<file path="config.mk">
export PLATFORM = sky130hd
export DESIGN_NAME = decoder_scan_seq_flat
export DESIGN_NICKNAME = d
export VERILOG_FILES = /design/src/rtl/decoder_scan_pkg.sv /design/src/rtl/decoder_scan_seq_if.sv /design/src/rtl/scan_dwell_cnt.sv /design/src/rtl/decoder_scan_seq.sv /design/src/flat_wrapper.sv
export SDC_FILE = /design/constraint.sdc
export NUM_CORES = 1
export LEC_CHECK = 0
export BUFFER_PORTS_ARGS = -buffer_cell sky130_fd_sc_hd__buf_2
export CELL_PAD_IN_SITES_DETAIL_PLACEMENT = 1
export CELL_PAD_IN_SITES_GLOBAL_PLACEMENT = 2
export CORE_MARGIN = 2
export CORE_UTILIZATION = 35
export CTS_BUF_LIST = sky130_fd_sc_hd__clkbuf_8 sky130_fd_sc_hd__clkbuf_16
export CTS_CLUSTER_DIAMETER = 30
export DETAILED_ROUTE_END_ITERATION = 7
export GPL_ROUTABILITY_DRIVEN = 0
export PLACE_DENSITY = 0.85
export REMOVE_ABC_BUFFERS = 1
export SLEW_MARGIN = 20
export SYNTH_ARGS = -nofsm -noshare
export SYNTH_HDL_FRONTEND = slang
export SYNTH_SLANG_ARGS = --single-unit
</file>
<file path="constraint.sdc">
create_clock -name clk -period 3.25 [get_ports clk]
set_input_delay 0.325 -clock clk [delete_from_list [all_inputs] [get_ports clk]]
set_output_delay 0.325 -clock clk [all_outputs]
set_load 0.02 [all_outputs]
</file>
<file path="src/rtl/decoder_scan_pkg.sv">
// Shared constants for the decoder scan sequencer: state encoding and widths.
// Latency: n/a (declarations only).
// Backpressure: n/a.
package decoder_scan_pkg;

   localparam int IDX_W_DEF = 5;
   localparam int DWELL_W   = 8;

   localparam logic [1:0] ST_IDLE = 2'd0;
   localparam logic [1:0] ST_RUN  = 2'd1;
   localparam logic [1:0] ST_FIN  = 2'd2;

   typedef enum logic [1:0] {
      S_IDLE = ST_IDLE,
      S_RUN  = ST_RUN,
      S_FIN  = ST_FIN
   } state_t;

endpackage

</file>
<file path="src/rtl/decoder_scan_seq_if.sv">
// Control and decoder-select bundle between a controlling FSM and the scan sequencer.
// Latency: n/a (wires only). Adds `loop` when DECODER_SCAN_LOOP_EN is defined.
// Backpressure: none; strobes are single-cycle requests.
interface decoder_scan_seq_if #(
   parameter int IDX_W = decoder_scan_pkg::IDX_W_DEF
);
   logic             start;
   logic             stop;
   logic [IDX_W-1:0] first;
   logic [IDX_W-1:0] last;
   logic             step_mode;
   logic             step;
   logic [IDX_W-1:0] B;
   logic             E;
   logic             busy;
   logic             done;
`ifdef DECODER_SCAN_LOOP_EN
   logic             loop;

   modport master (output start, stop, first, last, step_mode, step, loop,
                   input  B, E, busy, done);
   modport slave  (input  start, stop, first, last, step_mode, step, loop,
                   output B, E, busy, done);
`else
   modport master (output start, stop, first, last, step_mode, step,
                   input  B, E, busy, done);
   modport slave  (input  start, stop, first, last, step_mode, step,
                   output B, E, busy, done);
`endif
endinterface

</file>
<file path="src/rtl/scan_dwell_cnt.sv">
// Dwell counter: counts enabled cycles, tc flags count==DWELL-1.
// Latency: tc is combinational from the registered count; clr/rst take effect next edge.
// Backpressure: none.
module scan_dwell_cnt #(
   parameter int CW    = decoder_scan_pkg::DWELL_W,
   parameter int DWELL = 4
) (
   input  logic clk,
   input  logic rst,
   input  logic clr,
   input  logic en,
   output logic tc
);
   logic [CW-1:0] count;

   always_ff @(posedge clk) begin
      if (rst || clr)
         count <= '0;
      else if (en)
         count <= count + 1'b1;
   end

   assign tc = (count == CW'(DWELL - 1));

endmodule

</file>
<file path="src/rtl/decoder_scan_seq.sv">
// Sweeps decoder select B/enable E over [first..last], auto dwell or single-step; DECODER_SCAN_LOOP_EN adds looping.
// Latency: start to first E=1 is 1 cycle; each auto index held DWELL cycles; done 1 cycle after last index.
// Backpressure: none; start while busy is ignored, stop aborts immediately.
module decoder_scan_seq
   import decoder_scan_pkg::*;
#(
   parameter int IDX_W = IDX_W_DEF,
   parameter int DWELL = 4
) (
   input  logic               clk,
   input  logic               rst,
   decoder_scan_seq_if.slave  bus
);
   state_t           state, state_nxt;
   logic [IDX_W-1:0] b_q, b_nxt;
   logic [IDX_W-1:0] last_q, last_nxt;
   logic             e_q, e_nxt;
   logic             busy_q, busy_nxt;
   logic             done_q, done_nxt;
   logic             up_q, up_nxt;
   logic             mode_q, mode_nxt;
   logic             cnt_clr, cnt_en, tc;
   logic             advance, at_last;
   logic             loop_hit;
   logic [IDX_W-1:0] reload_b;

   scan_dwell_cnt #(
      .CW    (DWELL_W),
      .DWELL (DWELL)
   ) u_dwell (
      .clk (clk),
      .rst (rst),
      .clr (cnt_clr),
      .en  (cnt_en),
      .tc  (tc)
   );

`ifdef DECODER_SCAN_LOOP_EN
   logic [IDX_W-1:0] first_q;
   logic             loop_q;

   always_ff @(posedge clk) begin
      if (rst) begin
         first_q <= '0;
         loop_q  <= 1'b0;
      end else if (state == S_IDLE && bus.start && !bus.stop) begin
         first_q <= bus.first;
         loop_q  <= bus.loop;
      end
   end

   assign loop_hit = loop_q;
   assign reload_b = first_q;
`else
   assign loop_hit = 1'b0;
   assign reload_b = b_q;
`endif

   assign advance = mode_q ? bus.step : tc;
   assign at_last = (b_q == last_q);

   always_ff @(posedge clk) begin
      if (rst) begin
         state  <= S_IDLE;
         b_q    <= '0;
         last_q <= '0;
         e_q    <= 1'b0;
         busy_q <= 1'b0;
         done_q <= 1'b0;
         up_q   <= 1'b1;
         mode_q <= 1'b0;
      end else begin
         state  <= state_nxt;
         b_q    <= b_nxt;
         last_q <= last_nxt;
         e_q    <= e_nxt;
         busy_q <= busy_nxt;
         done_q <= done_nxt;
         up_q   <= up_nxt;
         mode_q <= mode_nxt;
      end
   end

   always_comb begin
      state_nxt = state;
      b_nxt     = b_q;
      last_nxt  = last_q;
      e_nxt     = e_q;
      busy_nxt  = busy_q;
      done_nxt  = 1'b0;
      up_nxt    = up_q;
      mode_nxt  = mode_q;
      cnt_clr   = 1'b0;
      cnt_en    = 1'b0;

      case (state)
         S_IDLE: begin
            e_nxt    = 1'b0;
            busy_nxt = 1'b0;
            if (bus.start && !bus.stop) begin
               state_nxt = S_RUN;
               b_nxt     = bus.first;
               last_nxt  = bus.last;
               up_nxt    = (bus.last >= bus.first);
               mode_nxt  = bus.step_mode;
               e_nxt     = 1'b1;
               busy_nxt  = 1'b1;
               cnt_clr   = 1'b1;
            end
         end
         S_RUN: begin
            if (bus.stop) begin
               state_nxt = S_IDLE;
               e_nxt     = 1'b0;
               busy_nxt  = 1'b0;
               cnt_clr   = 1'b1;
            end else if (advance) begin
               cnt_clr = 1'b1;
               if (!at_last) begin
                  b_nxt = up_q ? b_q + 1'b1 : b_q - 1'b1;
               end else if (loop_hit) begin
                  // Looping pass boundary: reload without dropping E, still flag the pass.
                  b_nxt    = reload_b;
                  done_nxt = 1'b1;
               end else begin
                  state_nxt = S_FIN;
                  e_nxt     = 1'b0;
                  busy_nxt  = 1'b0;
                  done_nxt  = 1'b1;
               end
            end else begin
               cnt_en = !mode_q;
            end
         end
         S_FIN: begin
            state_nxt = S_IDLE;
            e_nxt     = 1'b0;
            busy_nxt  = 1'b0;
         end
         default: begin
            state_nxt = S_IDLE;
            e_nxt     = 1'b0;
            busy_nxt  = 1'b0;
         end
      endcase
   end

   assign bus.B    = b_q;
   assign bus.E    = e_q;
   assign bus.busy = busy_q;
   assign bus.done = done_q;

endmodule

</file>
<file path="src/flat_wrapper.sv">
// flat-port wrapper written by rule: the top's interface ports become plain ports
module decoder_scan_seq_flat import decoder_scan_pkg::*;
#(
   parameter int IDX_W = IDX_W_DEF,
   parameter int DWELL = 4
)
  (clk, rst, bus_start, bus_stop, bus_first, bus_last, bus_step_mode, bus_step, bus_B, bus_E, bus_busy, bus_done);
  decoder_scan_seq_if #(.IDX_W(IDX_W)) bus_i ();
  input  logic clk;
  input  logic rst;
  input wire logic [$bits(bus_i.start)-1:0] bus_start;
  input wire logic [$bits(bus_i.stop)-1:0] bus_stop;
  input wire logic [$bits(bus_i.first)-1:0] bus_first;
  input wire logic [$bits(bus_i.last)-1:0] bus_last;
  input wire logic [$bits(bus_i.step_mode)-1:0] bus_step_mode;
  input wire logic [$bits(bus_i.step)-1:0] bus_step;
  output wire logic [$bits(bus_i.B)-1:0] bus_B;
  output wire logic [$bits(bus_i.E)-1:0] bus_E;
  output wire logic [$bits(bus_i.busy)-1:0] bus_busy;
  output wire logic [$bits(bus_i.done)-1:0] bus_done;
  assign bus_i.start = bus_start;
  assign bus_i.stop = bus_stop;
  assign bus_i.first = bus_first;
  assign bus_i.last = bus_last;
  assign bus_i.step_mode = bus_step_mode;
  assign bus_i.step = bus_step;
  assign bus_B = bus_i.B;
  assign bus_E = bus_i.E;
  assign bus_busy = bus_i.busy;
  assign bus_done = bus_i.done;
  decoder_scan_seq #(.IDX_W(IDX_W), .DWELL(DWELL)) u_core (.clk(clk), .rst(rst), .bus(bus_i));
endmodule
</file>
== Yosys cells after proc, flatten, opt, wreduce, memory -nomap -nowiden ==
Index checks and enable logic that the tools add are counted.

* Word-level logic and storage cells: 58
* Output and inout port bits: 8
* Bits of input ports: 16
* Bits in registers: 24

* Order comparisons: 1
* Equality and inequality tests: 9
* Mux-type cells: 24
* Add/subtract/negate cells: 3
* Reductions and logical operators: 11
* Bitwise gates (word level): 2

{| class="wikitable"
|+ Operators with widths
! operator !! count
|-
| $mux 5 || 5
|-
| $mux 1 || 11
|-
| $pmux 5 s2 || 1
|-
| $add 8x1->8 const B || 1
|-
| $eq 8x2->1 const B || 1
|-
| $mux 2 || 4
|-
| $ne 3x2->1 const B || 2
|-
| $add 5x1->5 const B || 1
|-
| $eq 5x5->1 || 1
|-
| $ge 5x5->1 || 1
|-
| $reduce_and 5->1 || 1
|-
| $sub 5x1->5 const B || 1
|-
| $ne 2x1->1 const B || 2
|-
| $ne 2x2->1 const B || 2
|-
| $pmux 1 s2 || 2
|-
| $pmux 2 s2 || 1
|-
| $reduce_and 2->1 || 2
|-
| $reduce_or 4->1 || 1
|-
| $reduce_and 3->1 || 1
|-
| $eq 2x1->1 const B || 1
|-
| $logic_not 1->1 || 2
|-
| $logic_not 2->1 || 1
|-
| $not 1->1 || 2
|-
| $reduce_bool 2->1 || 1
|-
| 2 further kinds || 2
|}

== Longest topological paths before layout ==
* Depth after elaboration: 6
* Depth in mapped cells: 7
* Gate-level depth less buffers: 7

== Hierarchy ==
Synthesis repeated with hierarchy kept, for this count alone.

* Cells, all modules: 157
* Area total of the unflattened synthesis: 1347.5 um^2

{| class="wikitable"
|+ Modules (own cells, without submodules)
! module !! area an instance (um^2) !! cells each !! instances !! sequential area each (um^2)
|-
| decoder_scan_seq || 988.4 || 117 || 1 || 320.3
|-
| scan_dwell_cnt || 359.1 || 40 || 1 || 160.2
|}

== Worst setup path after synthesis ==
No wires, ideal clock.

* Kind: register to register
* From: register u_core.u_dwell.count[0]
* To: register u_core.b_q[3], in the netlist u_core.bus.B[3]
* Arrival: 1809 ps
* Library setup time: 122 ps
* Buffers on the path: 0
* Period minus slack after synthesis: 1930 ps
* Slack: 1320 ps
* Cell stages (with the launch flop): 7
* Data required time: 3128 ps
* Path through: dfxtp_1 ha_1 nor4b_1 a22oi_1 a211oi_1 o21ai_0 o311a_1

* Word-level cells in the longest chain between the ends: 4

{| class="wikitable"
|+ Ends and longest elaborated chain
! item !! line !! RTL
|-
| from (decl) || scan_dwell_cnt.sv:14 || <nowiki>logic [CW-1:0] count;</nowiki>
|-
| from (signal assigned) || scan_dwell_cnt.sv:20 || <nowiki>count <= count + 1'b1;</nowiki>
|-
| $eq 8x2->1 || scan_dwell_cnt.sv:23 || <nowiki>assign tc = (count == CW'(DWELL - 1));</nowiki>
|-
| $mux 1 || decoder_scan_seq.sv:59 || <nowiki>assign advance = mode_q ? bus.step : tc;</nowiki>
|-
| $ne 2x1->1 (no source line) || -- ||
|-
| $reduce_and 5->1 (no source line) || -- ||
|-
| to (signal assigned) || decoder_scan_seq.sv:74 || <nowiki>b_q <= b_nxt;</nowiki>
|-
| to (decl) || decoder_scan_seq.sv:15 || <nowiki>logic [IDX_W-1:0] b_q, b_nxt;</nowiki>
|}

No other way between the ends.
A chain may end at the register's enable or synchronous reset.

== Worst setup path after layout ==
* From: register u_core.u_dwell.count[0]
* To: register u_core.b_q[2], in the netlist u_core.bus.B[2]

The elaborated chain is that of the path after synthesis.

==> impl_metrics.py <==
metrics = {
    "floorplan": {
        "ios": 24,
        "core_area_sq_mm": 0.00372,
        "start_util_pct": 36.9,
        "fp-row-count": 22,
        "die-height_um": 66.6,
        "dieArea_sq_mm": 0.00444,
        "die_w_um": 66.6,
    },
    "final_layout": {
        "num-fill-cells": 468,
        "fin_nets": 214,
        "final_layout_size_suffix_gt1_share_pct": 15.0,
        "post-route-util_pct": 42.9,
        "syn2layout_area_growth_pct": 16.0,
        "diodes": 0,
    },
    "global_route": {
        "grt.total_usage_pct": 18.8,
        "grt_pass1_vias": 1348,
        "grt_pass1_wl_mm": 6.30,
        "grt_max_degree": 15,
        "globalRouteOverflowTotal": 0,
        "antenna_found_initial": 0,
    },
    "yosys": {
        "netlist_area_sq_mm": 0.00137,
        "synth_common_cells": "dfxtp_1, nor2_1, nand2_1, a21oi_1, inv_1",
        "synth_area_leaders": "dfxtp_1, ha_1, xor2_1",
        "synthCells": 165,
        "synth.top_cell.area_share_pct": 35.0,
        "yosysMostFrequentCell": "dfxtp_1",
        "synth_edf_count": 0,
        "ys_ff_latch": 24,
        "yosysWarnings": 0,
        "synth_area_per_cell_sq_um": 8.32,
        "ys.flop_type": "dfxtp_1",
        "ys_types": 40,
        "synth_seq_area_share_pct": 35.0,
        "synth_area_leader_cell": "dfxtp_1",
        "async_reset_ff_share_pct": 0,
    },
    "pwr": {
        "power.switching_uw": 183,
        "switching_share_pct": 26.2,
        "seqPwrFrac_pct": 45.4,
        "p_leak_nw": 0.698,
        "p_comb_share_pct": 16.9,
        "vdd_drop_max_v": 0.000170,
        "power_density_mw_per_mm2": 439,
        "power_uw": 699,
        "power.internal_uw": 516,
        "clockPowerShare_pct": 37.7,
    },
    "timing": {
        "holdWs_ns": 0.292,
        "rsz0062_at_grt": "false",
        "skew_ns": 0.00347,
        "final_hold_viol_count": 0,
        "finalCritPeriodShare_pct": 69.8,
        "fmax_mhz": 441,
        "worst_pin_slew_ns": 0.690,
        "setup_viol": 0,
        "slew_headroom_pct": 54.0,
        "fin_crit_ns": 2.27,
        "slew_violations": 0,
        "fin_setup_tns_ns": 0,
    },
    "drt": {
        "drt-vias-per-instance": 5.27,
        "wire_per_inst_um": 15.0,
        "dr_total_vias": 1239,
        "dr.pass1.iters": 4,
        "drtAntennaViolNets": 0,
        "drc": 0,
        "routed_wl_mm": 3.53,
        "drt-initial-drc-count": 79,
    },
    "critical_path": {
        "end_kind": "register",
        "worstRegToRegCells": 6,
        "cp.arrival_ns": 2.43,
        "crit_fanout": 4,
        "critPathLaunchType": "register",
        "required_ns": 3.41,
        "path_class": "reg2reg",
    },
    "hold_path": {
        "holdPathStages": 3,
        "hold_class": "in2reg",
    },
    "clock_tree": {
        "cts_hold_buf": 0,
        "clk_pin_slew_ns": 0.09,
        "cts_tree": "done",
        "cts.path.max_buffers": 2,
        "htree_levels": 1,
        "ctsRootBufferMaster": "clkbuf_8",
        "clk_latency_ns": 0.27,
        "cts_made_buffers": 3,
        "postCtsSetupRepairBufs": 0,
        "cts_sinks": 24,
        "post_cts_resized": 0,
    },
    "placement": {
        "dp_hpwl_mm": 2.79,
        "numPortBuffers": 23,
    },
    "run_status": {
        "status": "complete, no violations",
    },
    "job": {
        "maxCapViolCount": 0,
    },
}
[critical path: stages, from the launching register on]
cell and delay (ns):
dfxtp_1 0.38, ha_1 0.23, nor4b_1 0.43, a22oi_1 0.18, a211oi_1 0.34, o21ai_0 0.22, o311a_1 0.38
[layer usage]
layer,vias to the layer above,wire length [um],GRT usage (%)
li1,621,-,-
met1,583,1680,24.7
met2,31,1650,31.4
met3,4,170,2.87
met4,0,29,6.12
met5,-,0,0
[cell type report]
class,count,area [sq um],share of cell area (%)
clock buffers,3,41.3,2.59
clock inverters,1,30.0,1.89
inverters,10,37.5,2.36
multi-input cells,125,821,51.5
flip-flops and latches,24,480,30.2
well taps,48,60.1,3.77
repair buffers,24,123,7.70
[state kept, by name, indices dropped and copies added (netlist names)]
| register | flops |
|---|---|
| u_core.bus.E | 1 |
| u_core.up_q | 1 |
| u_core.state | 2 |
| u_core.last_q | 5 |
| u_core.mode_q | 1 |
| u_core.bus.B | 5 |
| u_core.u_dwell.count | 8 |
| u_core.bus.done | 1 |
[power by group through the flow]
stage          Clock, mW  Sequential (mW)  Combinational [mW]
2_1_floorplan          0            0.327              0.0699
3_3_place_gp           0            0.324               0.113
3_5_place_dp           0            0.324               0.119
4_1_cts            0.268            0.317               0.120
5_1_grt            0.282            0.319               0.135
6_report           0.264            0.317               0.118
[stage by stage]
stage	worst slack, ns	instance area [sq um]	cells
after floorplan	1.31	1340	159
after global placement	1.17	1520	231
after detailed placement	1.01	1520	231
after CTS	0.993	1590	235
after global routing	0.739	1590	235
final	0.982	1590	235
[final timing paths]
kind,startpoint,endpoint,slack (ns)
setup / recovery,u_core.u_dwell.count[0],u_core.bus.B[2],0.98
setup reg to reg,u_core.u_dwell.count[0],u_core.bus.B[2],0.98
hold / removal,bus_step_mode,u_core.mode_q,0.29
hold reg to reg,u_core.last_q[4],u_core.last_q[4],0.47
[layout by cell type, fill, tap and decap left out, drive strengths merged, types with 2 or more instances in the layout]
master  count
o21ai       5
xor2        9
nand2      17
a21oi      15
a21boi      2
dfxtp      24
nor4        3
buf        24
nor4b       2
clkbuf      3
o221ai      2
o211ai      2
nor2       20
o311a       2
o21bai      3
ha          9
a211oi      2
nand3       3
nand2b      3
nand4       2
xnor2       5
and3        3
inv        10
[cell families after synthesis]
group                    Yosys count  synth area share [%]
multiplexers                       1                 0.729
AO/OA/AOI/OAI                     41                  20.1
flip-flops                        24                  35.0
buffers and inverters             16                  5.20
adder cells (fa/ha/maj)           10                  9.66
AND/OR/NAND/NOR                   59                  20.3
XOR/XNOR                          14                  8.93
(Power assumes the default switching activity.)
